**src/rtl/dds_pkg.sv**
```systemverilog
// Shared definitions for the DDS voice-engine slice.
//   state_t   : scheduler FSM encoding (2 bits)
//   M_DEFAULT : default operand width for the sample-by-gain multiply
package dds_pkg;

  localparam int M_DEFAULT = 12;

  typedef enum logic [1:0] {
    S_IDLE  = 2'd0,
    S_ISSUE = 2'd1,
    S_WAIT  = 2'd2,
    S_RESP  = 2'd3
  } state_t;

endpackage

```
**src/rtl/mult_scheduler_rr_arbiter.sv**
```systemverilog
// Round-robin arbiter, purely combinational.
//   req   : request vector, one bit per requester
//   last  : index granted most recently; scanning starts just after it
//   grant : one-hot grant (all zero when no request)
//   idx   : encoded index of the granted requester (0 when no request)
module rr_arbiter #(
  parameter int N_REQ = 4,
  localparam int IDW = $clog2(N_REQ)
) (
  input  logic [N_REQ-1:0] req,
  input  logic [IDW-1:0]   last,
  output logic [N_REQ-1:0] grant,
  output logic [IDW-1:0]   idx
);

  logic           found;
  logic [IDW-1:0] cand;

  // NOTE: every variable written here gets a default first, so no path
  // leaves a value unassigned and no latch is inferred.
  always_comb begin
    grant = '0;
    idx   = '0;
    found = 1'b0;
    cand  = '0;
    // last itself is visited last, so the previous winner has lowest priority.
    for (int k = 1; k <= N_REQ; k++) begin
      cand = IDW'((int'(last) + k) % N_REQ);
      if (!found && req[cand]) begin
        found       = 1'b1;
        grant[cand] = 1'b1;
        idx         = cand;
      end
    end
  end

endmodule

```
**src/rtl/mult_scheduler.sv**
```systemverilog
// Shares one start/done sequential multiplier between N_REQ requesters.
//   clk, rst_n          : clock, asynchronous active-low reset
//   req_valid/req_ready : per-requester handshake; ready is a one-hot accept pulse
//   req_a, req_b        : packed operands, requester i at [i*M +: M]
//   rsp_valid/rsp_ready : response handshake
//   rsp_id, rsp_data    : requester index and product (0 on error)
//   rsp_err             : multiplier did not answer within TIMEOUT cycles
//   mul_start           : one-cycle start pulse to the external multiplier
//   mul_a, mul_b        : operands, held from accept until the next accept
//   mul_done, mul_p     : completion pulse and product from the multiplier
module mult_scheduler
  import dds_pkg::*;
#(
  parameter int N_REQ   = 4,
  parameter int M       = M_DEFAULT,
  parameter int TIMEOUT = 31,
  localparam int IDW    = $clog2(N_REQ)
) (
  input  logic               clk,
  input  logic               rst_n,
  input  logic [N_REQ-1:0]   req_valid,
  input  logic [N_REQ*M-1:0] req_a,
  input  logic [N_REQ*M-1:0] req_b,
  output logic [N_REQ-1:0]   req_ready,
  output logic               rsp_valid,
  input  logic               rsp_ready,
  output logic [IDW-1:0]     rsp_id,
  output logic [2*M-1:0]     rsp_data,
  output logic               rsp_err,
  output logic               mul_start,
  output logic [M-1:0]       mul_a,
  output logic [M-1:0]       mul_b,
  input  logic               mul_done,
  input  logic [2*M-1:0]     mul_p
);

  localparam int CW = $clog2(TIMEOUT + 1);

  state_t           state, state_nx;
  logic [IDW-1:0]   last_grant;
  logic [CW-1:0]    wait_cnt;
  logic [N_REQ-1:0] grant;
  logic [IDW-1:0]   grant_idx;
  logic             any_req;
  logic             timeout_hit;

  rr_arbiter #(.N_REQ(N_REQ)) u_arb (
    .req   (req_valid),
    .last  (last_grant),
    .grant (grant),
    .idx   (grant_idx)
  );

  assign any_req     = |req_valid;
  // The counter reaches TIMEOUT on this edge, i.e. TIMEOUT full WAIT cycles.
  assign timeout_hit = (wait_cnt == CW'(TIMEOUT - 1));

  // Gated by rst_n so every output reads 0 while reset is held, even with
  // requests pending.
  assign req_ready = (state == S_IDLE && rst_n) ? grant : '0;
  assign mul_start = (state == S_ISSUE);
  assign rsp_valid = (state == S_RESP);

  // NOTE: sequential state uses non-blocking assignments so every register
  // samples pre-edge values, independent of statement order.
  always_ff @(posedge clk or negedge rst_n) begin
    if (!rst_n) state <= S_IDLE;
    else        state <= state_nx;
  end

  always_comb begin
    state_nx = state;
    unique case (state)
      S_IDLE:  if (any_req) state_nx = S_ISSUE;
      S_ISSUE: state_nx = S_WAIT;
      S_WAIT:  if (mul_done || timeout_hit) state_nx = S_RESP;
      S_RESP:  if (rsp_ready) state_nx = S_IDLE;
      default: state_nx = S_IDLE;
    endcase
  end

  always_ff @(posedge clk or negedge rst_n) begin
    if (!rst_n) begin
      last_grant <= IDW'(N_REQ - 1);
      wait_cnt   <= '0;
      mul_a      <= '0;
      mul_b      <= '0;
      rsp_id     <= '0;
      rsp_data   <= '0;
      rsp_err    <= 1'b0;
    end else begin
      unique case (state)
        S_IDLE: begin
          if (any_req) begin
            mul_a  <= req_a[grant_idx*M +: M];
            mul_b  <= req_b[grant_idx*M +: M];
            rsp_id <= grant_idx;
          end
        end
        S_ISSUE: wait_cnt <= '0;
        S_WAIT: begin
          wait_cnt <= wait_cnt + 1'b1;
          // done is tested first so it wins over a simultaneous timeout.
          if (mul_done) begin
            rsp_data <= mul_p;
            rsp_err  <= 1'b0;
          end else if (timeout_hit) begin
            rsp_data <= '0;
            rsp_err  <= 1'b1;
          end
        end
        S_RESP: if (rsp_ready) last_grant <= rsp_id;
        default: ;
      endcase
    end
  end

endmodule

```
**config.mk**
```make
export PLATFORM = sky130hd
export DESIGN_NAME = mult_scheduler
export DESIGN_NICKNAME = d
export VERILOG_FILES = /design/src/rtl/dds_pkg.sv /design/src/rtl/mult_scheduler_rr_arbiter.sv /design/src/rtl/mult_scheduler.sv
export SDC_FILE = /design/constraint.sdc
export NUM_CORES = 1
export LEC_CHECK = 0
export CAP_MARGIN = 20
export CORE_MARGIN = 2
export CORE_UTILIZATION = 35
export DETAILED_ROUTE_END_ITERATION = 8
export DONT_BUFFER_PORTS = 1
export HOLD_SLACK_MARGIN = 0.05
export PLACE_DENSITY = 0.54
export REMOVE_ABC_BUFFERS = 1
export SLEW_MARGIN = 20
export SYNTH_ARGS = -nofsm -noshare
export SYNTH_HDL_FRONTEND = slang
export SYNTH_SLANG_ARGS = --single-unit
```
**constraint.sdc**
```tcl
create_clock -name clk -period 7.15 [get_ports clk]
set_input_delay 1.0725 -clock clk [delete_from_list [all_inputs] [get_ports clk]]
set_output_delay 1.0725 -clock clk [all_outputs]
set_load 0.01 [all_outputs]
```
==> out/results.tsv <==
metric	value	unit
synth_top_family_by_area	compound AO/OA/AOI/OAI gates	
p_leak	0.00166	uW
globalplace.congestion	0.747	
diodes	0	
grt_overflow_total	0	
crit_fanout	31	
ys_types	45	
portBuffers	0	
cap_violations	0	
max_slew_margin	0.287	
postRouteAntennaNets	0	
met1Wirelength	4540	microns
die_y	110	microns
antenna_found_initial	0	
min_path_type	input port to asynchronous set/reset pin	
post-route-min-period	4.19	ns
grt_use_total	0.194	
total_power	2150	uW
syn_to_final_growth	6.70	%
max_freq	239	MHz
cts_htree_levels	3	
syn_inst	435	
synth_area	3900	sq um
post_cts_buffers	0	
synthMuxAreaShare	0.0375	
final_nets	550	
rows	38	
first_pass_iters	4	
wl_met2	5650	microns
core_area	10800	sq um
hpwl	8370	microns
vias	3509	
grt_max_degree	62	
numClockSinks	60	
start_util	0.360	
peakVddDrop	0.000192	V
synth-seq-area-share	0.385	
vias_per_cell	6.35	
status	finished clean	
finalCritPeriodShare	0.586	
ys_seq_elements	60	
finalSetupViolCount	0	
clock_latency	0.35	ns
dieArea	12000	sq um
fin_skew	0.0118	ns
cts_tree	done	
stdcell_area	4160	sq um
path_clk_slew	0.08	ns
ys_warn_count	0	
post_cts_resized	0	
wl_per_cell	21.6	microns
drc	0	
crit_path_end_kind	flop	
hold_violations	0	
crit_type	flop to flop	
dp_slack	2.89	ns
wirelength	12000	microns
topRoutingLayerUsed	met4	
synth_edf_count	0	
powerDensity	517	nW/um^2
drtIter0Drc	284	
ios	185	
syn_area_per_cell	8.97	sq um
dr_wl_met3	1510	microns
cts_buffer_depth	2	
synthAdderAreaFrac	0.0449	
synth_compound_area_frac	0.315	
crit_arrival	4.42	ns
cts_root_buffer	clkbuf_8	
rsz0062_at_grt	no	
critPathLaunchType	flop	
setup_slack	2.96	ns
placed_area	3900	sq um
layout-drive-gt1-share	0.0847	
worst_slew_pin_slew	1.07	ns
cts.hold.buffers_added	0	
finalSetupTns	0	ns
async_flop_share	1.00	
synthSimpleGateAreaFrac	0.153	
required	7.39	ns
grt_pass1_wl	17500	microns
layout_common_cells	dfrtp_1, nor2_1, nand2_1, a21oi_1, a22o_1	
die_x	110	microns
drv_slew	0	
grt_pass1_vias	3413	
synth-main-ff-cell	dfrtp_1	
cts_inserted_buffers	9	
synthXorXnorAreaFrac	0	
mostFrequentLayoutCell	dfrtp_1	
[where the power goes]
group / leakage, uW / switching, uW / total [uW] / internal [uW]
clock network: 0.000122 / 151 / 392 / 241
logic: 0.000795 / 642 / 1040 / 396
registers: 0.000741 / 213 / 721 / 508
total: 0.00166 / 1010 / 2150 / 1150
[flip-flops by register name, indices dropped and copies added (netlist names)]
register	cells
state	2
last_grant	2
wait_cnt	5
rsp_id	2
mul_b	12
rsp_err	1
mul_a	12
rsp_data	24
[worst paths after layout]
kind,from,to,slack (ns),cells after the start
worst min-delay path,rst_n,mul_a[4]$_DFFE_PN0P_,0.40,0
max in group asynchronous,rst_n,last_grant[0]$_DFFE_PN1P_,6.55,0
worst max-delay path,last_grant[0]$_DFFE_PN1P_,mul_a[7]$_DFFE_PN0P_,2.96,7
worst min register to register,mul_b[7]$_DFFE_PN0P_,mul_b[7]$_DFFE_PN0P_,0.56,2
min in group clk,mul_b[7]$_DFFE_PN0P_,mul_b[7]$_DFFE_PN0P_,0.56,2
worst max register to register,last_grant[0]$_DFFE_PN1P_,mul_a[7]$_DFFE_PN0P_,2.96,7
[cell families after synthesis]
logic type	Yosys count
buf+inv	53
mux	10
fa+ha+maj	14
simple gates	138
flops	60
compound gates	160
[critical path, stage by stage, from the launching register on]
cell and delay, ns:
dfstp_2 0.78, inv_2 0.34, ha_1 0.43, mux4_2 0.34
or3_1 0.75, and3_1 1.00, nor2_1 0.09, o311ai_0 0.35
[cells in the mapped netlist (2+ instances only)]
master | instances | share of area
o21ai_1 | 3 | 0.0038
o311ai_1 | 20 | 0.045
o311ai_0 | 4 | 0.0090
buf_6 | 4 | 0.012
nand2b_1 | 3 | 0.0048
buf_2 | 6 | 0.0077
or3_1 | 2 | 0.0032
mux2_2 | 4 | 0.012
buf_4 | 4 | 0.0077
mux2i_1 | 2 | 0.0051
mux4_2 | 3 | 0.017
dfstp_2 | 2 | 0.013
clkbuf_1 | 28 | 0.027
nand2_1 | 45 | 0.043
ha_1 | 14 | 0.045
o22ai_1 | 27 | 0.043
nand3_1 | 4 | 0.0051
o21ai_0 | 11 | 0.014
nor3_1 | 24 | 0.031
a21oi_1 | 30 | 0.038
inv_1 | 10 | 0.0096
nor2_1 | 51 | 0.049
a22o_1 | 28 | 0.063
dfrtp_1 | 58 | 0.37
a32oi_1 | 4 | 0.0090
nor2b_1 | 2 | 0.0032
a2111o_1 | 24 | 0.069
[final cells by class]
class,instances,area [sq um]
Sequential cell,60,1500
Inverter,11,41.3
Clock buffer,10,138
Fill cell,1100,6680
Tap cell,140,175
Clock inverter,6,111
Timing Repair Buffer,4,33.8
Multi-Input combinational cell,322,2160
[metrics by stage]
step                      instances  hold slack [ns]  utilization
after global routing            553            0.382        0.384
after CTS                       552            0.383        0.383
after detailed placement        536            0.550        0.360
after global placement          536            0.538        0.360
after floorplan                 393            0.524            -
final                           553            0.404        0.384
[per-layer routing]
metal | GRT usage | vias up
li1 | - | 1600
met1 | 0.210 | 1691
met2 | 0.328 | 199
met3 | 0.0830 | 19
met4 | 0.0868 | 0
met5 | 0 | -
Note: power is estimated with default switching activity, not from simulation.
